File: src/rtl/dma_copy_ctrl.sv
// IO-mapped block-copy DMA: moves CNT bytes from SRC to DST on the data-space RAM
// port, using only cycles in which the core is not accessing RAM itself.
module dma_copy_ctrl #(
    parameter     PLATFORM          = "iCE40UP",
    parameter int BUS_ADDR_DATA_LEN = 8,
    parameter int ADDR_BASE         = 'hE0,
    parameter int DATA_ADDR_WIDTH   = 16,
    parameter int CNT_WIDTH         = 16
) (
    input  logic                         clk,
    input  logic                         rst,
    input  logic [BUS_ADDR_DATA_LEN-1:0] addr,
    input  logic                         wr,
    input  logic                         rd,
    input  logic [7:0]                   bus_in,
    output logic [7:0]                   bus_out,
    input  logic                         core_busy,
    output logic                         dma_own,
    output logic [DATA_ADDR_WIDTH-1:0]   dma_addr,
    output logic                         dma_re,
    output logic                         dma_we,
    output logic [7:0]                   dma_d_out,
    input  logic [7:0]                   dma_d_in,
    output logic                         intr,
    input  logic                         int_rst
);

    localparam logic [2:0] ST_IDLE = 3'd0;
    localparam logic [2:0] ST_RD   = 3'd1;
    localparam logic [2:0] ST_CAP  = 3'd2;
    localparam logic [2:0] ST_WR   = 3'd3;
    localparam logic [2:0] ST_DONE = 3'd4;

    localparam logic [BUS_ADDR_DATA_LEN-1:0] BASE = BUS_ADDR_DATA_LEN'(ADDR_BASE);

    logic [2:0]                   state;
    logic [DATA_ADDR_WIDTH-1:0]   src;
    logic [DATA_ADDR_WIDTH-1:0]   dst;
    logic [CNT_WIDTH-1:0]         cnt;
    logic                         ie;
    logic                         done_flag;
    logic [7:0]                   data_buf;

    logic [BUS_ADDR_DATA_LEN-1:0] offset;
    logic                         hit;
    logic [2:0]                   reg_sel;
    logic [15:0]                  src16;
    logic [15:0]                  dst16;
    logic [15:0]                  cnt16;
    logic                         busy;
    logic                         rd_go;
    logic                         wr_go;
    logic                         ctrl_wr;
    logic                         reg_wr;

    assign offset  = addr - BASE;
    assign hit     = (offset < BUS_ADDR_DATA_LEN'(7));
    assign reg_sel = offset[2:0];
    assign src16   = 16'(src);
    assign dst16   = 16'(dst);
    assign cnt16   = 16'(cnt);

    // BUSY stays visible through the DONE cycle and drops as the FSM returns to IDLE.
    assign busy    = (state != ST_IDLE);
    assign rd_go   = (state == ST_RD) && !core_busy;
    assign wr_go   = (state == ST_WR) && !core_busy;
    assign ctrl_wr = wr && hit && (reg_sel == 3'd6);
    assign reg_wr  = wr && hit && !busy;

    // The core always wins the RAM port; the DMA only grabs cycles it leaves free.
    assign dma_own   = rd_go || wr_go;
    assign dma_re    = rd_go;
    assign dma_we    = wr_go;
    assign dma_addr  = rd_go ? src : (wr_go ? dst : '0);
    assign dma_d_out = wr_go ? data_buf : 8'h00;

    always_comb begin
        bus_out = 8'h00;
        if (rd && hit) begin
            case (reg_sel)
                3'd0:    bus_out = src16[7:0];
                3'd1:    bus_out = src16[15:8];
                3'd2:    bus_out = dst16[7:0];
                3'd3:    bus_out = dst16[15:8];
                3'd4:    bus_out = cnt16[7:0];
                3'd5:    bus_out = cnt16[15:8];
                3'd6:    bus_out = {done_flag, 5'b00000, ie, busy};
                default: bus_out = 8'h00;
            endcase
        end
    end

    always_ff @(posedge clk or negedge rst) begin
        if (!rst) begin
            state     <= ST_IDLE;
            src       <= '0;
            dst       <= '0;
            cnt       <= '0;
            ie        <= 1'b0;
            done_flag <= 1'b0;
            data_buf  <= 8'h00;
            intr      <= 1'b0;
        end else begin
            case (state)
                ST_IDLE: begin
                    if (ctrl_wr && bus_in[0])
                        state <= (cnt == '0) ? ST_DONE : ST_RD;
                end
                ST_RD: begin
                    if (!core_busy)
                        state <= ST_CAP;
                end
                ST_CAP: begin
                    data_buf <= dma_d_in;
                    state    <= ST_WR;
                end
                ST_WR: begin
                    if (!core_busy) begin
                        src   <= src + DATA_ADDR_WIDTH'(1);
                        dst   <= dst + DATA_ADDR_WIDTH'(1);
                        cnt   <= cnt - CNT_WIDTH'(1);
                        state <= (cnt == CNT_WIDTH'(1)) ? ST_DONE : ST_RD;
                    end
                end
                ST_DONE: state <= ST_IDLE;
                default: state <= ST_IDLE;
            endcase

            // Address/count registers are frozen while a transfer is running.
            if (reg_wr) begin
                case (reg_sel)
                    3'd0:    src <= DATA_ADDR_WIDTH'({src16[15:8], bus_in});
                    3'd1:    src <= DATA_ADDR_WIDTH'({bus_in, src16[7:0]});
                    3'd2:    dst <= DATA_ADDR_WIDTH'({dst16[15:8], bus_in});
                    3'd3:    dst <= DATA_ADDR_WIDTH'({bus_in, dst16[7:0]});
                    3'd4:    cnt <= CNT_WIDTH'({cnt16[15:8], bus_in});
                    3'd5:    cnt <= CNT_WIDTH'({bus_in, cnt16[7:0]});
                    default: ;
                endcase
            end

            if (ctrl_wr)
                ie <= bus_in[1];

            if (state == ST_DONE)
                done_flag <= 1'b1;
            else if (ctrl_wr && bus_in[7])
                done_flag <= 1'b0;

            // A completion in the same cycle as an acknowledge keeps the request raised.
            if ((state == ST_DONE) && ie)
                intr <= 1'b1;
            else if (int_rst || (ctrl_wr && bus_in[7]))
                intr <= 1'b0;
        end
    end

endmodule

File: config.mk
export PLATFORM = sky130hd
export DESIGN_NAME = dma_copy_ctrl
export DESIGN_NICKNAME = d
export VERILOG_FILES = /design/src/rtl/dma_copy_ctrl.sv
export SDC_FILE = /design/constraint.sdc
export NUM_CORES = 1
export LEC_CHECK = 0
export CORE_ASPECT_RATIO = 1.4
export CORE_MARGIN = 3
export CORE_UTILIZATION = 45
export CTS_CLUSTER_DIAMETER = 50
export DETAILED_ROUTE_END_ITERATION = 8
export PLACE_DENSITY = 0.69
export SETUP_SLACK_MARGIN = 0.05
export SYNTH_ARGS = -nofsm -noshare
export SYNTH_HDL_FRONTEND = slang
export SYNTH_SLANG_ARGS = --single-unit
File: constraint.sdc
create_clock -name clk -period 2.9 [get_ports clk]
set_clock_uncertainty 0.2 [all_clocks]
set_input_delay 0.29 -clock clk [delete_from_list [all_inputs] [get_ports clk]]
set_output_delay 0.29 -clock clk [all_outputs]
set_load 0.02 [all_outputs]
==> results of run 1 <==
-- layout by cell type, fill, tap and decap left out, types with 4 or more instances in the layout --
cell,instances
nor4_1,7
buf_2,7
nand4_1,11
o22a_1,4
a221oi_1,7
a31oi_1,5
clkbuf_16,9
or3_1,5
and4_1,4
buf_4,41
nor3_1,27
nor2_1,73
mux2_2,13
xnor2_1,8
nand2b_1,4
o21a_1,4
o211ai_1,7
o22ai_1,7
a21oi_1,21
nand3_1,17
inv_1,9
dfrtp_1,62
clkdlybuf4s50_1,54
a22oi_1,4
ha_1,4
mux2i_1,25
a211oi_1,12
nand2_1,36
nor2b_1,6
and2_1,13
and3_1,4
o21ai_0,18
-- kinds of logic (layout without fill, tap and decap cells) --
logic type | count (synthesis) | count (layout) | share of synthesized area
AND/OR/NAND/NOR | 234 | 234 | 0.282
AO/OA/AOI/OAI | 110 | 110 | 0.182
flip-flops | 62 | 62 | 0.365
multiplexers | 39 | 39 | 0.0986
buffers and inverters | 39 | 139 | 0.0391
XOR/XNOR | 9 | 9 | 0.0185
adder cells (fa/ha/maj) | 5 | 5 | 0.0147
-- area by class of cell --
class                           count  area (um2)
Sequential cell                    62        1550
Inverter                           11        43.8
Timing Repair Buffer              112        1020
Fill cell                         813        3480
Tap cell                          107         134
Clock buffer                       12         246
Clock inverter                      4        70.1
Multi-Input combinational cell    397        2580
-- worst max-delay path: stages, from the launching register on --
cell,delay [ns]
dfrtp_1,0.48
nand4bb_1,0.43
inv_4,0.25
and2_1,0.16
clkdlybuf4s50_1,0.62
-- power breakdown --
| part | leakage [nW] | switching [mW] | internal, mW |
|---|---|---|---|
| registers | 0.788 | 0.363 | 1.12 |
| logic | 1.41 | 0.775 | 0.724 |
| clock network | 0.157 | 0.385 | 0.773 |
-- flip-flops by register name, indices dropped and copies added (netlist names) --
register	flops
state	3
cnt	16
dst	16
src	16
data_buf	8
intr	1
ie	1
done_flag	1
-- through the flow --
step / TNS [ns] / area (um2)
after floorplan: 0 / 4250
after global placement: -7.54 / 5280
after detailed placement: -8.40 / 5280
after CTS: 0 / 5630
after global routing: 0 / 5650
final: 0 / 5650
-- worst max-delay path by stage --
stage / from / end / slack (ns) / depth (start not counted)
2_1_floorplan: addr[5] / dst[11]$_DFFE_PN0P_ / 0.21 / 7
3_3_place_gp: addr[5] / bus_out[4] / -0.44 / 7
3_5_place_dp: addr[5] / bus_out[3] / -0.45 / 8
4_1_cts: addr[5] / dst[14]$_DFFE_PN0P_ / 0.06 / 9
5_1_grt: state[2]$_DFFE_PN0P_ / dma_d_out[0] / 0.06 / 4
6_report: state[2]$_DFFE_PN0P_ / dma_d_out[3] / 0.15 / 4
-- synthesized netlist by cell type, drive strengths merged (6+ instances only) --
master and count:
buf 8, and2 13, nand2 36, o22ai 8
mux2 13, a211oi 14, nor2b 6, inv 10
xnor2 8, o21ai 18, nand4 11, nand3 18
nor4 7, mux2i 25, or3 6, a221oi 7
clkbuf 20, nor3 30, nor2 74, a21oi 22
o211ai 7, dfrtp 62
-- repair_timing --
item                                    4_1_cts  5_1_grt
hold buffers                                  1        0
resized for setup                            42        4
endpoints found under the setup margin       26       18
endpoints found under the hold margin        23        0
pin swaps                                     7        2
buffers inserted                              1        0
-- layer usage --
metal  up-vias  part of all wire  global-route usage
met2       198              0.48               0.459
met1      2164              0.39               0.338
met4         0             0.068               0.191
met5         -                 0                   0
li1       2042                 -                   -
met3        64             0.057              0.0557
==> key figures, run 1 <==
Synthesis
  – YS warnings: 0
  – Synth Net Count: 533
  – Yosys top cell by area: dfrtp_1
  – Seq cells post-synth: 62
  – Cell area after synthesis: 0.00425 mm2
  – Yosys top cell area share: 0.365
  – Dominant synthesized flop cell: dfrtp_1
  – Main area contributors after synthesis: dfrtp_1, nor2_1, mux2i_1
  – Async SR Flop Fraction: 1.00
  – Synthesized instance count: 498
  – Synth cell types: 63
  – Post-synth EDFFs: 0
  – Avg Inst Size Synth: 8.54 um2
  – Register area share after synthesis: 0.365

Worst setup path
  – Type of the worst setup path: reg -> out
  – CP Data Required Time: 2.41 ns
  – Crit-path max FO: 13
  – Crit. End Element: output port
  – Reg2Reg Capture Point: state[0]$_DFFE_PN0P_
  – Critical Path Start Type: flip-flop
  – WP data arrival: 2.26 ns
  – RR Startpoint: cnt[3]$_DFFE_PN0P_
  – Reg2Reg Depth: 5
  – Reg2Reg Setup Slack: 0.31 ns

Placement
  – Placed cell count: 687
  – GP Congestion: 0.938
  – Port Buffers: 65
  – Pre-CTS setup slack: -0.448 ns
  – Hpwl dp: 10800 um

Route
  – Detailed-route via count: 4468
  – Detailed Route WL: 14600 um
  – DRC: 0
  – Via density: 6.34
  – First DRT Iteration DRCs: 280
  – Antenna-violating nets left: 0
  – DRT Pass-1 Iters: 4
  – Wire per inst: 20.7 um

Floorplanning
  – Row Count: 41
  – Die Ht: 121 um
  – Die ar.: 0.0107 mm2
  – Die Width: 88.2 um
  – Core footprint: 0.00913 mm2
  – Initial cell density of the core: 0.466
  – Io pins: 66

Global route
  – Grt ovf: 0
  – Vias in the first global route: 4580
  – Largest net degree at the start of global routing: 40
  – Initial antenna violation count: 0
  – First-pass GRT wire length: 23100 um
  – Global Route Usage Sum: 0.285

STA
  – Endpoints failing hold: 0
  – RSZ-0062 raised after global routing: false
  – Final worst-path cycle share: 0.948
  – Fmax achieved: 0.364 GHz
  – Fin. max-slew vios: 0
  – Setup WS post-layout: 0.150 ns
  – Worst slew pin tran: 0.595 ns
  – Max_slew headroom: 0.603
  – Hold_ws: 0.295 ns
  – Min Tclk post-route: 2.75 ns
  – Final setup fails: 0

Cells and area
  – # diodes: 0
  – Synth-to-Final Area Change: 32.8%
  – Nets@finish: 628
  – Layout cells sized above 1: 0.177
  – Final Non-Filler Cells: 705
  – Layout Utilization: 0.619

Clocking
  – CTS Sinks: 62
  – Insertion delay to the later sink of the worst-skew pair: 0.33 ns
  – Total CTS buffers: 9
  – Clock slew at reported path FFs: 0.05 ns
  – Clk buf depth: 2
  – CTS H-tree lvls: 3
  – Root buf cell: clkbuf_16
  – CTS tree: yes

Power
  – Total power: 4.13 mW
  – Static Leak: 2.35 nW
  – PwrDens: 732 mW/mm2
  – Worst VDD drop: 0.494 mV

Run
  – Maxcap violations: 0

Status
  – Status: completed

Worst hold path
  – HP Class: in -> async
Power figures use the tool's default switching activity.
==> run 2, diff against run 1 <==
--- a/config.mk
+++ b/config.mk
@@ -5,12 +5,15 @@
 export SDC_FILE = /design/constraint.sdc
 export NUM_CORES = 1
 export LEC_CHECK = 0
+export CELL_PAD_IN_SITES_DETAIL_PLACEMENT = 1
+export CELL_PAD_IN_SITES_GLOBAL_PLACEMENT = 1
 export CORE_ASPECT_RATIO = 1.4
 export CORE_MARGIN = 3
-export CORE_UTILIZATION = 45
+export CORE_UTILIZATION = 41
 export CTS_CLUSTER_DIAMETER = 50
 export DETAILED_ROUTE_END_ITERATION = 8
-export PLACE_DENSITY = 0.69
+export MAX_ROUTING_LAYER = met4
+export PLACE_DENSITY_LB_ADDON = 0.1
 export SETUP_SLACK_MARGIN = 0.05
 export SYNTH_ARGS = -nofsm -noshare
 export SYNTH_HDL_FRONTEND = slang
==> key figures, run 2 (synthesis results as in run 1) <==
STA
  – Final setup fails: 0
  – Worst slew pin tran: 0.673 ns
  – Endpoints failing hold: 0
  – Fmax achieved: 0.362 GHz
  – Min Tclk post-route: 2.76 ns
  – Fin. max-slew vios: 0
  – Final worst-path cycle share: 0.953
  – Max_slew headroom: 0.551
  – Setup WS post-layout: 0.135 ns
  – RSZ-0062 raised after global routing: false

Worst hold path
  – HP Class: reg -> reg
  – Hold path start: data_buf[6]$_DFFE_PN0N_

Cells and area
  – Final Cell Area: 0.00568 mm2
  – Synth-to-Final Area Change: 33.5%
  – Nets@finish: 626
  – Most frequent cells in the layout: nor2_1, dfrtp_1, clkdlybuf4s50_1
  – Layout cells sized above 1: 0.171
  – Largest registers: cnt x16, dst x16, src x16
  – Commonest non-fill, non-tap cell in the layout: nor2_1
  – # diodes: 0
  – Final Non-Filler Cells: 731
  – Filler cells: 1218

Clocking
  – Root buf cell: clkbuf_16
  – Clk buf depth: 2
  – CTS Sinks: 62
  – CTS H-tree lvls: 3
  – Clock slew at reported path FFs: 0.05 ns
  – CTS tree: yes
  – Insertion delay to the later sink of the worst-skew pair: 0.34 ns
  – Total CTS buffers: 9

Worst setup path
  – Crit-path cells: dlygate4sd2_1 -> ha_1 -> or4b_4 -> nor2_2 -> nand3_2 -> a211oi_1 -> clkdlybuf4s15_2
  – Crit path from: addr[6]
  – WP data arrival: 2.27 ns
  – Delay-heaviest family, CP: simple AND/OR/NAND/NOR gates
  – Critical Path Start Type: input port
  – Slowest CP cell: or4b_4
  – Type of the worst setup path: in -> out
  – CP bufs+invs: 2
  – RR Startpoint: state[2]$_DFFE_PN0P_
  – Max stage delay on crit path: 0.54 ns
  – Crit. End Element: output port
  – Crit-path max FO: 4
  – CP Data Required Time: 2.41 ns

Global route
  – Global Route Usage Sum: 0.299
  – Grt ovf: 0
  – Largest net degree at the start of global routing: 38
  – Vias in the first global route: 4775
  – First-pass GRT wire length: 26000 um
  – Initial antenna violation count: 0

Placement
  – Port Buffers: 65
  – Post-Place Cell Area: 0.00532 mm2
  – Hpwl dp: 12100 um
  – Pre-CTS setup slack: -0.531 ns
  – GP Congestion: 0.936
  – Placed cell count: 712

Power
  – PwrDens: 739 mW/mm2
  – Static Leak: 2.34 nW
  – Total power: 4.20 mW
  – Worst VDD drop: 0.458 mV

Route
  – DRT Pass-1 Iters: 4
  – Antenna-violating nets left: 0
  – DRC: 0
  – Via density: 6.06
  – Detailed-route via count: 4432
  – Wire per inst: 22.2 um
  – First DRT Iteration DRCs: 227
  – Detailed Route WL: 16200 um

Floorplanning
  – Io pins: 66
  – Die Width: 92.1 um
  – Row Count: 43
  – Die ar.: 0.0116 mm2
  – Core footprint: 0.0100 mm2
  – Die Ht: 127 um
  – Initial cell density of the core: 0.425

Status
  – Status: completed

Run
  – Maxcap violations: 0
-- run 2: cell types whose count changed in the layout (fill, tap and decap cells not counted), moves of 2 or more --
cell            previous run  this run
buf_4                     41        37
dlygate4sd2_1              0         3
buf_12                     3         5
dlymetal6s2s_1             2         0
-- run 2: cell type report --
type | count | area [um2] | area share
inverters | 11 | 41.3 | 0.00727
clock inverters | 5 | 81.3 | 0.0143
well taps | 135 | 169 | 0.0297
clock buffers | 11 | 243 | 0.0427
multi-input cells | 397 | 2560 | 0.451
repair buffers | 110 | 1030 | 0.181
flip-flops and latches | 62 | 1550 | 0.273
-- run 2: final timing paths --
| check | endpoint | slack [ns] | cells past startpoint |
|---|---|---|---|
| min | data_buf[6]$_DFFE_PN0N_ | 0.30 | 1 |
| max in group asynchronous | src[8]$_DFFE_PN0P_ | 1.53 | 3 |
| min in group asynchronous | dst[13]$_DFFE_PN0P_ | 0.32 | 2 |
| max reg2reg | dst[14]$_DFFE_PN0P_ | 0.28 | 7 |
| max | bus_out[4] | 0.14 | 7 |
| min reg2reg | data_buf[6]$_DFFE_PN0N_ | 0.30 | 1 |
-- run 2: worst register-to-register path, cell delays in order (launching register included) --
cell and delay, ns:
dfrtp_1 0.48, nand4bb_2 0.36, inv_1 0.16, buf_12 0.16, nand4_1 0.37, nor2_1 0.40
a211oi_2 0.12, a311oi_1 0.26
-- run 2: power breakdown --
group | total [mW] | internal (mW) | switching [mW]
Sequential | 1.49 | 1.12 | 0.376
Combinational | 1.52 | 0.735 | 0.783
Clock | 1.19 | 0.777 | 0.410
Total | 4.20 | 2.63 | 1.57
-- run 2: what timing repair did --
| item | 4_1_cts | 5_1_grt |
|---|---|---|
| setup buffers | 2 | 0 |
| cloned | 0 | 0 |
| pin swaps | 8 | 1 |
| gates resized for setup | 38 | 2 |
| hold buffers | 1 | 0 |
| endpoints found under the setup margin | 28 | 10 |
| hold endpoints to repair | 25 | 0 |
-- run 2: per-stage QoR --
stage,hold WS [ns],TNS (ns),utilization
after floorplan,-0.206,0,-
after global placement,0.158,-7.50,0.532
after detailed placement,0.163,-9.01,0.532
after CTS,0.299,0,0.567
after global routing,0.314,0,0.568
final,0.298,0,0.568
-- run 2: per-layer routing --
metal | part of all wire | GRT usage
met1 | 0.40 | 0.340
met3 | 0.045 | 0.0397
met2 | 0.51 | 0.501
met4 | 0.050 | 0.178
met5 | 0 | -
